$ cat src/rtl/norm_ctrl.sv
// -----------------------------------------------------------------------------
// norm_ctrl -- post-addition normalization controller.
//
// Accepts one unnormalized adder result at a time and left-normalizes it using
// the shift count predicted by an external leading-one predictor (LOP_nbit).
// The operand signs, mantissas and exponent difference are captured on accept
// and driven out on the lop_* ports; the LOP answer comes back on lop_shift
// and is sampled one cycle later.
//
// Optional feature macro: NORM_CORRECT_EN
//   defined   : a CORRECT state follows SHIFT and fixes a one-position LOP
//               under-prediction (result still has MSB clear).
//   undefined : SHIFT goes straight to DONE and the LOP count is taken as exact.
//
// Handshakes (valid/ready): a transfer happens on a rising clk edge where both
// valid and ready are high. in_ready is high only in IDLE; out_valid is high
// only in DONE, and all result outputs stay frozen there until out_ready.
//
// Ports
//   clk, n_rst            clock (rising edge) and asynchronous active-low reset
//   in_valid / in_ready   operation offer / controller idle
//   sign1, sign2          operand signs
//   op1, op2              aligned operand mantissas (MANT_W)
//   exp_diff              operand exponent difference (EXP_W)
//   mant_in, exp_in       unnormalized mantissa / exponent
//   lop_sign1..lop_exp_diff  registered drive to the external LOP
//   lop_shift             predicted left-shift count from the LOP (8 bits)
//   out_valid / out_ready result valid / consumer takes result
//   mant_out, exp_out     normalized mantissa / exponent
//   zero                  result mantissa is zero
//   uflow                 exponent clamped at zero during normalization
//   fsm_state             current FSM state encoding, for observation
// -----------------------------------------------------------------------------
module norm_ctrl #(
    parameter int MANT_W = 8,
    parameter int EXP_W  = 8
) (
    input  logic              clk,
    input  logic              n_rst,
    input  logic              in_valid,
    output logic              in_ready,
    input  logic              sign1,
    input  logic              sign2,
    input  logic [MANT_W-1:0] op1,
    input  logic [MANT_W-1:0] op2,
    input  logic [EXP_W-1:0]  exp_diff,
    input  logic [MANT_W-1:0] mant_in,
    input  logic [EXP_W-1:0]  exp_in,
    output logic              lop_sign1,
    output logic              lop_sign2,
    output logic [MANT_W-1:0] lop_op1,
    output logic [MANT_W-1:0] lop_op2,
    output logic [EXP_W-1:0]  lop_exp_diff,
    input  logic [7:0]        lop_shift,
    output logic              out_valid,
    input  logic              out_ready,
    output logic [MANT_W-1:0] mant_out,
    output logic [EXP_W-1:0]  exp_out,
    output logic              zero,
    output logic              uflow,
    output logic [2:0]        fsm_state
);

    // Width wide enough to compare a shift count against any exponent.
    localparam int CW = (EXP_W > 8) ? EXP_W : 8;

    typedef enum logic [2:0] {
        IDLE    = 3'd0,
        PREDICT = 3'd1,
        SHIFT   = 3'd2,
`ifdef NORM_CORRECT_EN
        CORRECT = 3'd3,
`endif
        DONE    = 3'd4
    } state_t;

    state_t            state;
    logic [MANT_W-1:0] mant_q;
    logic [EXP_W-1:0]  exp_q;
    logic [7:0]        shift_q;

    // Combinational helpers for the shift step.
    logic [7:0]        shift_sat;
    logic              clamp;
    logic [7:0]        shift_amt;
    logic [MANT_W-1:0] mant_shl;
    logic [EXP_W-1:0]  exp_sub;

    assign fsm_state = state;

    always_comb begin
        shift_sat = lop_shift;
        // A shift of MANT_W or more would clear the mantissa entirely.
        if (lop_shift > 8'(MANT_W - 1)) begin
            shift_sat = 8'(MANT_W - 1);
        end
        // If the exponent cannot absorb the full shift, shift only by exp
        // and pin the exponent at zero (underflow).
        clamp     = CW'(shift_q) > CW'(exp_q);
        shift_amt = clamp ? 8'(exp_q) : shift_q;
        mant_shl  = mant_q << shift_amt;
        exp_sub   = clamp ? '0 : (exp_q - EXP_W'(shift_q));
    end

    always_ff @(posedge clk or negedge n_rst) begin
        if (!n_rst) begin
            state        <= IDLE;
            in_ready     <= 1'b1;
            out_valid    <= 1'b0;
            mant_q       <= '0;
            exp_q        <= '0;
            shift_q      <= '0;
            mant_out     <= '0;
            exp_out      <= '0;
            zero         <= 1'b0;
            uflow        <= 1'b0;
            lop_sign1    <= 1'b0;
            lop_sign2    <= 1'b0;
            lop_op1      <= '0;
            lop_op2      <= '0;
            lop_exp_diff <= '0;
        end else begin
            case (state)
                IDLE: begin
                    if (in_valid) begin
                        lop_sign1    <= sign1;
                        lop_sign2    <= sign2;
                        lop_op1      <= op1;
                        lop_op2      <= op2;
                        lop_exp_diff <= exp_diff;
                        mant_q       <= mant_in;
                        exp_q        <= exp_in;
                        in_ready     <= 1'b0;
                        state        <= PREDICT;
                    end
                end

                PREDICT: begin
                    if (mant_q == '0) begin
                        mant_out  <= '0;
                        exp_out   <= '0;
                        zero      <= 1'b1;
                        uflow     <= 1'b0;
                        out_valid <= 1'b1;
                        state     <= DONE;
                    end else begin
                        // LOP has had a full cycle to settle on the lop_* drive.
                        shift_q <= shift_sat;
                        state   <= SHIFT;
                    end
                end

                SHIFT: begin
                    mant_q <= mant_shl;
                    exp_q  <= exp_sub;
                    if (clamp) begin
                        // Underflowed results are final; no correction step.
                        mant_out  <= mant_shl;
                        exp_out   <= '0;
                        zero      <= 1'b0;
                        uflow     <= 1'b1;
                        out_valid <= 1'b1;
                        state     <= DONE;
                    end else begin
`ifdef NORM_CORRECT_EN
                        state <= CORRECT;
`else
                        mant_out  <= mant_shl;
                        exp_out   <= exp_sub;
                        zero      <= 1'b0;
                        uflow     <= 1'b0;
                        out_valid <= 1'b1;
                        state     <= DONE;
`endif
                    end
                end

`ifdef NORM_CORRECT_EN
                CORRECT: begin
                    zero      <= 1'b0;
                    out_valid <= 1'b1;
                    state     <= DONE;
                    if (!mant_q[MANT_W-1] && (exp_q != '0)) begin
                        // LOP predicted one position short.
                        mant_out <= mant_q << 1;
                        exp_out  <= exp_q - EXP_W'(1);
                        uflow    <= 1'b0;
                    end else if (!mant_q[MANT_W-1]) begin
                        // Still unnormalized but exponent already at zero.
                        mant_out <= mant_q;
                        exp_out  <= exp_q;
                        uflow    <= 1'b1;
                    end else begin
                        mant_out <= mant_q;
                        exp_out  <= exp_q;
                        uflow    <= 1'b0;
                    end
                end
`endif

                DONE: begin
                    if (out_ready) begin
                        out_valid <= 1'b0;
                        in_ready  <= 1'b1;
                        state     <= IDLE;
                    end
                end

                default: begin
                    out_valid <= 1'b0;
                    in_ready  <= 1'b1;
                    state     <= IDLE;
                end
            endcase
        end
    end

endmodule

$ cat config.mk
export PLATFORM = sky130hd
export DESIGN_NAME = norm_ctrl
export DESIGN_NICKNAME = d
export VERILOG_FILES = /design/src/rtl/norm_ctrl.sv
export SDC_FILE = /design/constraint.sdc
export NUM_CORES = 1
export LEC_CHECK = 0
export ABC_AREA = 1
export CAP_MARGIN = 20
export CORE_AREA = 2 2 76 78
export DETAILED_ROUTE_END_ITERATION = 16
export DIE_AREA = 0 0 78 80
export DONT_BUFFER_PORTS = 1
export GPL_TIMING_DRIVEN = 0
export PLACE_DENSITY = 0.82
export SLEW_MARGIN = 25
export SYNTH_ARGS = -nofsm -noshare
export SYNTH_HDL_FRONTEND = slang
export SYNTH_SLANG_ARGS = --single-unit
$ cat constraint.sdc
create_clock -name clk -period 4.5 [get_ports clk]
set_clock_uncertainty 0.2 [all_clocks]
set_input_delay 1.125 -clock clk [delete_from_list [all_inputs] [get_ports clk]]
set_output_delay 1.125 -clock clk [all_outputs]
set_load 0.03 [all_outputs]
==> run metrics <==
CP endpoint kind flip-flop; total grt overflow 0; Max-Slew Margin vs Limit 0.6538; Critical Path End mant_q[5]; Routed wire per std cell 15.98 um; Seq/Total Area, Yosys 0.5101; RSZ-0062 raised after global routing no; initial antenna violation count 0; R2R depth 15; reg-to-reg startpoint exp_q[0]; CTS H-tree lvls 3; Initial Util 0.6630; mapped cell area 3583 um2; placed cell area 3674 um2; critical path data arrival time 2.84 ns; global-route wire length before repair 14220 um; die area 6240 um2; Total Power 0.003319 W; post-synthesis register bit count 73; Setup Buffers After CTS 0; clock tree sinks 73; clk buf depth 2; Final period util 0.6135; Yosys Warn Count 0; clock latency on the worst-skew pair 0.35 ns; wl on met1 3532 um; Resize count post-CTS 0; Vias/cell 5.633; cts bufs inserted 9; Buffers on Ports 0; CP startpoint kind flip-flop; Final Hold Viols 0; launch point of the worst path exp_q[0]; Antenna Cells 0; Synth Instances 446; GPL Wtd Cong 0.9077; maxcap violations 0; reg2reg end mant_q[5]; fraction of layout cells with a size suffix above 1 0.08225; die width 78 um; I/O pins 103; Layout Utilization 0.7144; Worst Tran Pin Value 0.5192 ns; Yosys cell types 39; largest net degree at the start of global routing 74; Leak 2.022 nW; Syn Nets 509; # setup viols final 0; hold crit path type in -> async; Clock transition at path regs 0.08 ns; Cell Pwr Density 859.5 nW/um2; gr usage total 0.2980; core area 5405 um2; worst-path fanout max 9; ANT nets after route 0; vias in the first global route 3019; reg2reg setup slack 1.74 ns; P&R area growth vs syn 7.751%; minimum clock period 2.761 ns; Die Y 80 um; First-pass DRT Iterations 5; Root Buffer Master clkbuf_8; Worst VDD drop 0.5032 mV; Finished Cell Area 3861 um2; Setup CP Type reg -> reg; via count 3008; Detailed Place HPWL 6215 um; syn avg cell area 8.035 um2; Rows 27; status completed; Starting DRT DRC Count 236; DRT Wirelength 8533 um; Post-synth ARST share 1.000; WP data required 4.58 ns; CTS tree built; Synth Flop Type dfrtp_1; uppermost routed layer met4; met3 wire length 822 um; FMAX 362.2 MHz; Final #Nets 520; setup TNS 0 ns; WL met2 4043 um; Post-synth EDFFs 0; DR DRC count 0; Slew Limit Fails 0; post-cts hold buffer count 0
## worst max-delay path, stage by stage, from the launching register on
cell	delay [ns]
dfrtp_1	0.39
inv_1	0.10
ha_1	0.15
inv_1	0.07
fa_1	0.37
nand2_1	0.10
nand2_1	0.11
nand3_4	0.12
nand2_4	0.10
nand2_1	0.08
nand2_1	0.19
nand2_1	0.17
nand3_1	0.10
a21oi_1	0.18
nand2_1	0.10
a21oi_1	0.14
## power by group
part,total (W),leakage [nW],internal [W],switching (W)
logic,0.00130,1.03,0.000434,0.000863
registers,0.00152,0.901,0.000926,0.000594
clock network,0.000501,0.0933,0.000255,0.000245
## worst min path at each step
stage	endpoint	slack [ns]	start
detailed placement	shift_q[3]	0.30	shift_q[3]
global placement	shift_q[3]	0.29	shift_q[3]
global route	exp_q[2]	0.24	n_rst
floorplan	shift_q[3]	0.27	shift_q[3]
CTS	exp_q[4]	0.25	n_rst
finish	exp_q[4]	0.26	n_rst
## sequential cells by signal, indices dropped and copies added, names as in the netlist, 3 cells and up
signal / count
mant_q: 8
exp_out: 8
lop_op1: 8
lop_op2: 8
mant_out: 8
shift_q: 8
lop_exp_diff: 8
fsm_state: 3
exp_q: 8
## layout by cell type, fill, tap and decap left out, types with 5 or more instances in the layout
cell type    n
ha_1         8
nand3_1     32
inv_1       36
a21oi_1     19
nand2_1    166
o21ai_0     22
dfrtp_1     72
inv_2        5
nand2_2      6
clkbuf_1    11
nor2_1      25
clkbuf_8     9
## synthesized netlist by cell type, types with 2 or more instances
master	count	area, um2
or2_1	2	12.51
clkinv_1	2	7.510
buf_2	2	10.01
o21ai_0	22	110.1
nor2_4	3	33.78
nand3_1	32	160.2
o21ai_1	3	15.01
a22oi_1	4	30.03
nand2_2	6	37.54
a21oi_1	19	95.09
dfrtp_1	72	1802
a31oi_1	3	18.77
nand2_1	166	623.1
nand4_1	3	18.77
inv_2	5	18.77
nor4_1	2	12.51
nor2_1	25	93.84
inv_1	36	135.1
ha_1	8	100.1
clkbuf_1	9	33.78
nor3_1	4	20.02
## area by class of cell
type / instances / area (um2)
Tap cell: 72 / 90.09
Buffer: 12 / 55.05
Sequential cell: 73 / 1828
Fill cell: 442 / 1544
Multi-Input combinational cell: 318 / 1539
Clock buffer: 11 / 131.4
Inverter: 43 / 161.4
Clock inverter: 5 / 56.30
## metal layers
layer / up-vias / global-route usage
li1: 1444 / -
met1: 1402 / 0.3745
met2: 145 / 0.4819
met3: 17 / 0.1086
met4: 0 / 0.09825
met5: - / 0
## kinds of logic after synthesis
group | after synthesis | synth area share
AOI/OAI and AO/OA | 59 | 0.09533
xor gates and xnor gates | 1 | 0.002445
adders and majority gates | 9 | 0.03352
buffers and inverters | 55 | 0.06041
DFF | 73 | 0.5101
and+or+nand+nor | 249 | 0.2982
## stage by stage
step           setup slack (ns)  cells  hold slack (ns)
6_report                  1.739    534           0.2584
2_1_floorplan             2.138    446           0.2742
3_5_place_dp              1.784    518           0.2999
4_1_cts                   1.774    534           0.2488
3_3_place_gp              1.770    518           0.2910
5_1_grt                   1.502    534           0.2400
Note: power is estimated with default switching activity, not from simulation.
==> patch 1: new RTL, same flow settings <==
Add a define of `NORM_CORRECT_EN`.
--- a/src/rtl/norm_ctrl.sv
+++ b/src/rtl/norm_ctrl.sv
@@ -33,2 +33,4 @@
 // -----------------------------------------------------------------------------
+`define NORM_CORRECT_EN
+
 module norm_ctrl #(
Function: changed (a bounded check fails within 4 cycles, from zero or initial values and one cycle with n_rst low).
==> patch 1 against the unedited design <==
Highest routed layer unchanged. Via count is 22% higher. Area after synthesis is 9.6% higher. Worst setup slack worse by 0.24 ns. Sequential cell count stayed put. Design area is 9.0% higher. First-iteration DRC count is 75% higher. Core utilization is 6.4 points higher. Routed wire length is 19% higher. Power is 8.9% higher. Count of clock-buffer cells in the layout is 2 lower.
==> patch 1: results <==
group,metric,value,unit
run_status,status,"finished, final reports clean",
detailed_routing,routed_wl,10.2,mm
place,hpwl,7.47,mm
setup_path,crit_fanout,10,
power_and_ir_drop,powerClk,0.524,mW
synth,netlist_instances,513,
detailed_routing,via_per_inst,6.09,
finish,inverters,54,
power_and_ir_drop,p_sw,1.93,mW
finish,fin_nets,589,
synth,yosysUniqueCellTypes,40,
power_and_ir_drop,ir_drop,0.000616,V
sta,holdWs,0.245,ns
synth,synth.area.top_cells,"dfrtp_1 (46%), nand2_1 (17%), nand3_1 (5.0%)",
finish,bufAreaShareNonClock,1.43,%
finish,buffers,13,
grt,use_met1,43.9,%
finish,multi_input_area_share,43.6,%
grt,grt_pass1_wl,16.2,mm
detailed_routing,drtIter0Drc,412,
finish,final-clk-cell-share,4.55,%
setup_path,crit_type,"reg -> reg",
grt,grt_util_met3,9.05,%
grt,grt_use_total,34.3,%
synth,syn-num-nets,578,
finish,layout-drive-gt1-share,7.95,%
finish,seq_area_share,43.4,%
place,place_ws,1.55,ns
setup_path,rrSetupSlack,1.50,ns
synth,yosysSeqAreaShare,46.6,%
detailed_routing,wl_met2,4.73,mm
detailed_routing,wl_met1,4.22,mm
place,placed_area,4020,um^2
detailed_routing,routed-wl-met3,910,um
sta,tightest_slew,0.577,ns
finish,multi_input_gates,373,
synth,synth_commonest_cells,"nand2_1 (176), dfrtp_1 (72), inv_1 (47), nand3_1 (39), nor2_1 (38)",
finish,areaGrowthSynthToFinish,7.17,%
place,place_congestion,0.946,
power_and_ir_drop,p_leak,2.21,nW
power_and_ir_drop,power.internal,1.68,mW
finish,fillers,388,
grt,use_met2,54.8,%
sta,post-route-period-util,66.7,%
power_and_ir_drop,combinationalPower,1.53,mW
==> patch 1: logic make-up after synthesis <==
logic type	share of synthesized area, %
AND/OR/NAND/NOR	30.2
AO/OA/AOI/OAI	11.5
flip-flops	46.6
adder cells (fa/ha/maj)	3.70
buffers and inverters	6.76
XOR/XNOR	1.34
==> patch 1: worst paths after layout <==
path	to	cells past startpoint
min	shift_q[5]	0
min in group clk	shift_q[3]	2
min reg2reg	shift_q[3]	2
max	mant_out[6]	17
max in group asynchronous	in_ready	0
max reg2reg	mant_out[6]	17
==> patch 1: critical path, stage by stage, from the launching register on <==
cell,delay (ns)
dfrtp_1,0.39
inv_1,0.20
ha_1,0.19
inv_1,0.06
fa_1,0.39
nand2_1,0.10
nand2_1,0.11
nand3_4,0.13
nand2_4,0.10
nand2_2,0.16
inv_4,0.08
nor2_2,0.12
nand2_1,0.09
buf_2,0.21
nor2_1,0.13
nand3_1,0.10
nand2_1,0.07
inv_1,0.04
==> patch 2: new RTL, config.mk and constraints unchanged <==
Without the edit above. Reset style: synchronous (`n_rst`), changed in one clocked block. Comments in the files are not updated.
--- a/src/rtl/norm_ctrl.sv
+++ b/src/rtl/norm_ctrl.sv
@@ -104,3 +104,3 @@
 
-    always_ff @(posedge clk or negedge n_rst) begin
+    always_ff @(posedge clk) begin
         if (!n_rst) begin
Formal check against the unedited RTL: differs if n_rst is asserted again (counterexample within 4 cycles, from zero or initial values and one cycle with n_rst low); with n_rst held inactive, the same outputs for 10 cycles.
==> patch 2 against the unedited design <==
Via count rose by 3.9%. Count of clock-buffer cells in the layout did not move. Largest cell class is now multi-input gates. Power is 6.1% higher. Sequential cell count is the same. Routed wire length decreased by 0.75%. Worst setup slack better by 0.077 ns. Clock power increased by 13%. Critical endpoint is now mant_q[0]. Design area shrank 5.5%. Area after synthesis shrank 6.8%. Synthesized cell count is 4.0% higher. Largest power group is now combinational logic.
==> patch 2: results <==
group,metric,value,unit
place,place_congestion,1.00,
setup_path,rr_endpoint,"mant_q[0]",
detailed_routing,routed-wl-met3,823,um
power_and_ir_drop,p_sw,1.79,mW
synth,syn_area_per_cell,7.19,um^2
place,placed_area,3430,um^2
synth,synth_adder_area_share,3.60,%
grt,grt_use_total,28.9,%
sta,holdWs,0.291,ns
setup_path,rrSetupSlack,1.82,ns
synth,async_flop_share,0,%
detailed_routing,wl_met1,3.55,mm
place,hpwl,6.15,mm
synth,syn-num-nets,527,
grt,grt_pass1_wl,13.9,mm
finish,stdcell_count,552,
grt,first_global_vias,3040,
setup_path,crit_slowest_cell,"dfxtp_1",
detailed_routing,wl_met2,3.91,mm
power_and_ir_drop,ir_drop,0.000537,V
run_status,status,"finished, final reports clean",
detailed_routing,first_pass_iters,4,
setup_path,worst-path-stages,13,
synth,synth.area.top_cells,"dfxtp_1 (44%), nand2_1 (8.7%), o21ai_0 (8.5%)",
sta,slew_headroom,60.3,%
setup_path,crit_start,"shift_q[0]",
power_and_ir_drop,p_leak,1.58,nW
detailed_routing,routed_wl,8.47,mm
synth,yosysSeqAreaShare,43.8,%
power_and_ir_drop,pwr_density_cell,965,nW/um^2
## patch 2: cell count changes after synthesis, sizes merged, moves of 3 or more
cell    before  now
nand2      173   82
dfxtp        0   73
dfrtp       72    0
nor2        28   78
o21ai       26   59
a21oi       21   40
a22oi        4    0
buf          3    7
inv         41   37
clkbuf       9   12
nor3         4    7
## patch 2: kinds of logic (layout without fill, tap and decap cells)
kind of cell / after synthesis / count (layout)
fa+ha+maj: 9 / 9
xor+xnor: 3 / 3
compound gates: 109 / 109
simple gates: 211 / 211
buf+inv: 59 / 75
flops: 73 / 73
## patch 2: worst max path at each step
stage	end	slack, ns
after floorplan	exp_q[7]	2.00
after global placement	mant_q[5]	1.55
after detailed placement	mant_q[1]	1.53
after CTS	mant_q[0]	1.84
after global routing	mant_q[2]	1.61
final	mant_q[0]	1.82
## patch 2: worst min-delay path, stage by stage (launching register included)
cell	delay [ns]
dfxtp_1	0.30
inv_1	0.08
nor3_1	0.06
## patch 2: final cells by class
type | instances | area [um^2] | share of cell area, %
clock inverter | 5 | 78.8 | 2.16
multi-input combinational | 332 | 1640 | 44.9
tap | 72 | 90.1 | 2.47
sequential | 73 | 1460 | 40.1
inverter | 40 | 150 | 4.12
buffer | 19 | 88.8 | 2.43
clock buffer | 11 | 141 | 3.88
## patch 2: per-layer routing
metal / vias to the layer above / global-route usage [%]
met5: - / 0
met2: 130 / 47.7
met4: 0 / 13.0
li1: 1552 / -
met1: 1426 / 33.8
met3: 16 / 10.4
## patch 2: power by group through the flow
stage	registers, mW	logic (mW)	clock network [mW]
after floorplan	1.32	1.26	0
after global placement	1.36	1.52	0
after detailed placement	1.36	1.57	0
after CTS	1.36	1.58	0.576
after global routing	1.39	1.83	0.598
final	1.36	1.59	0.568
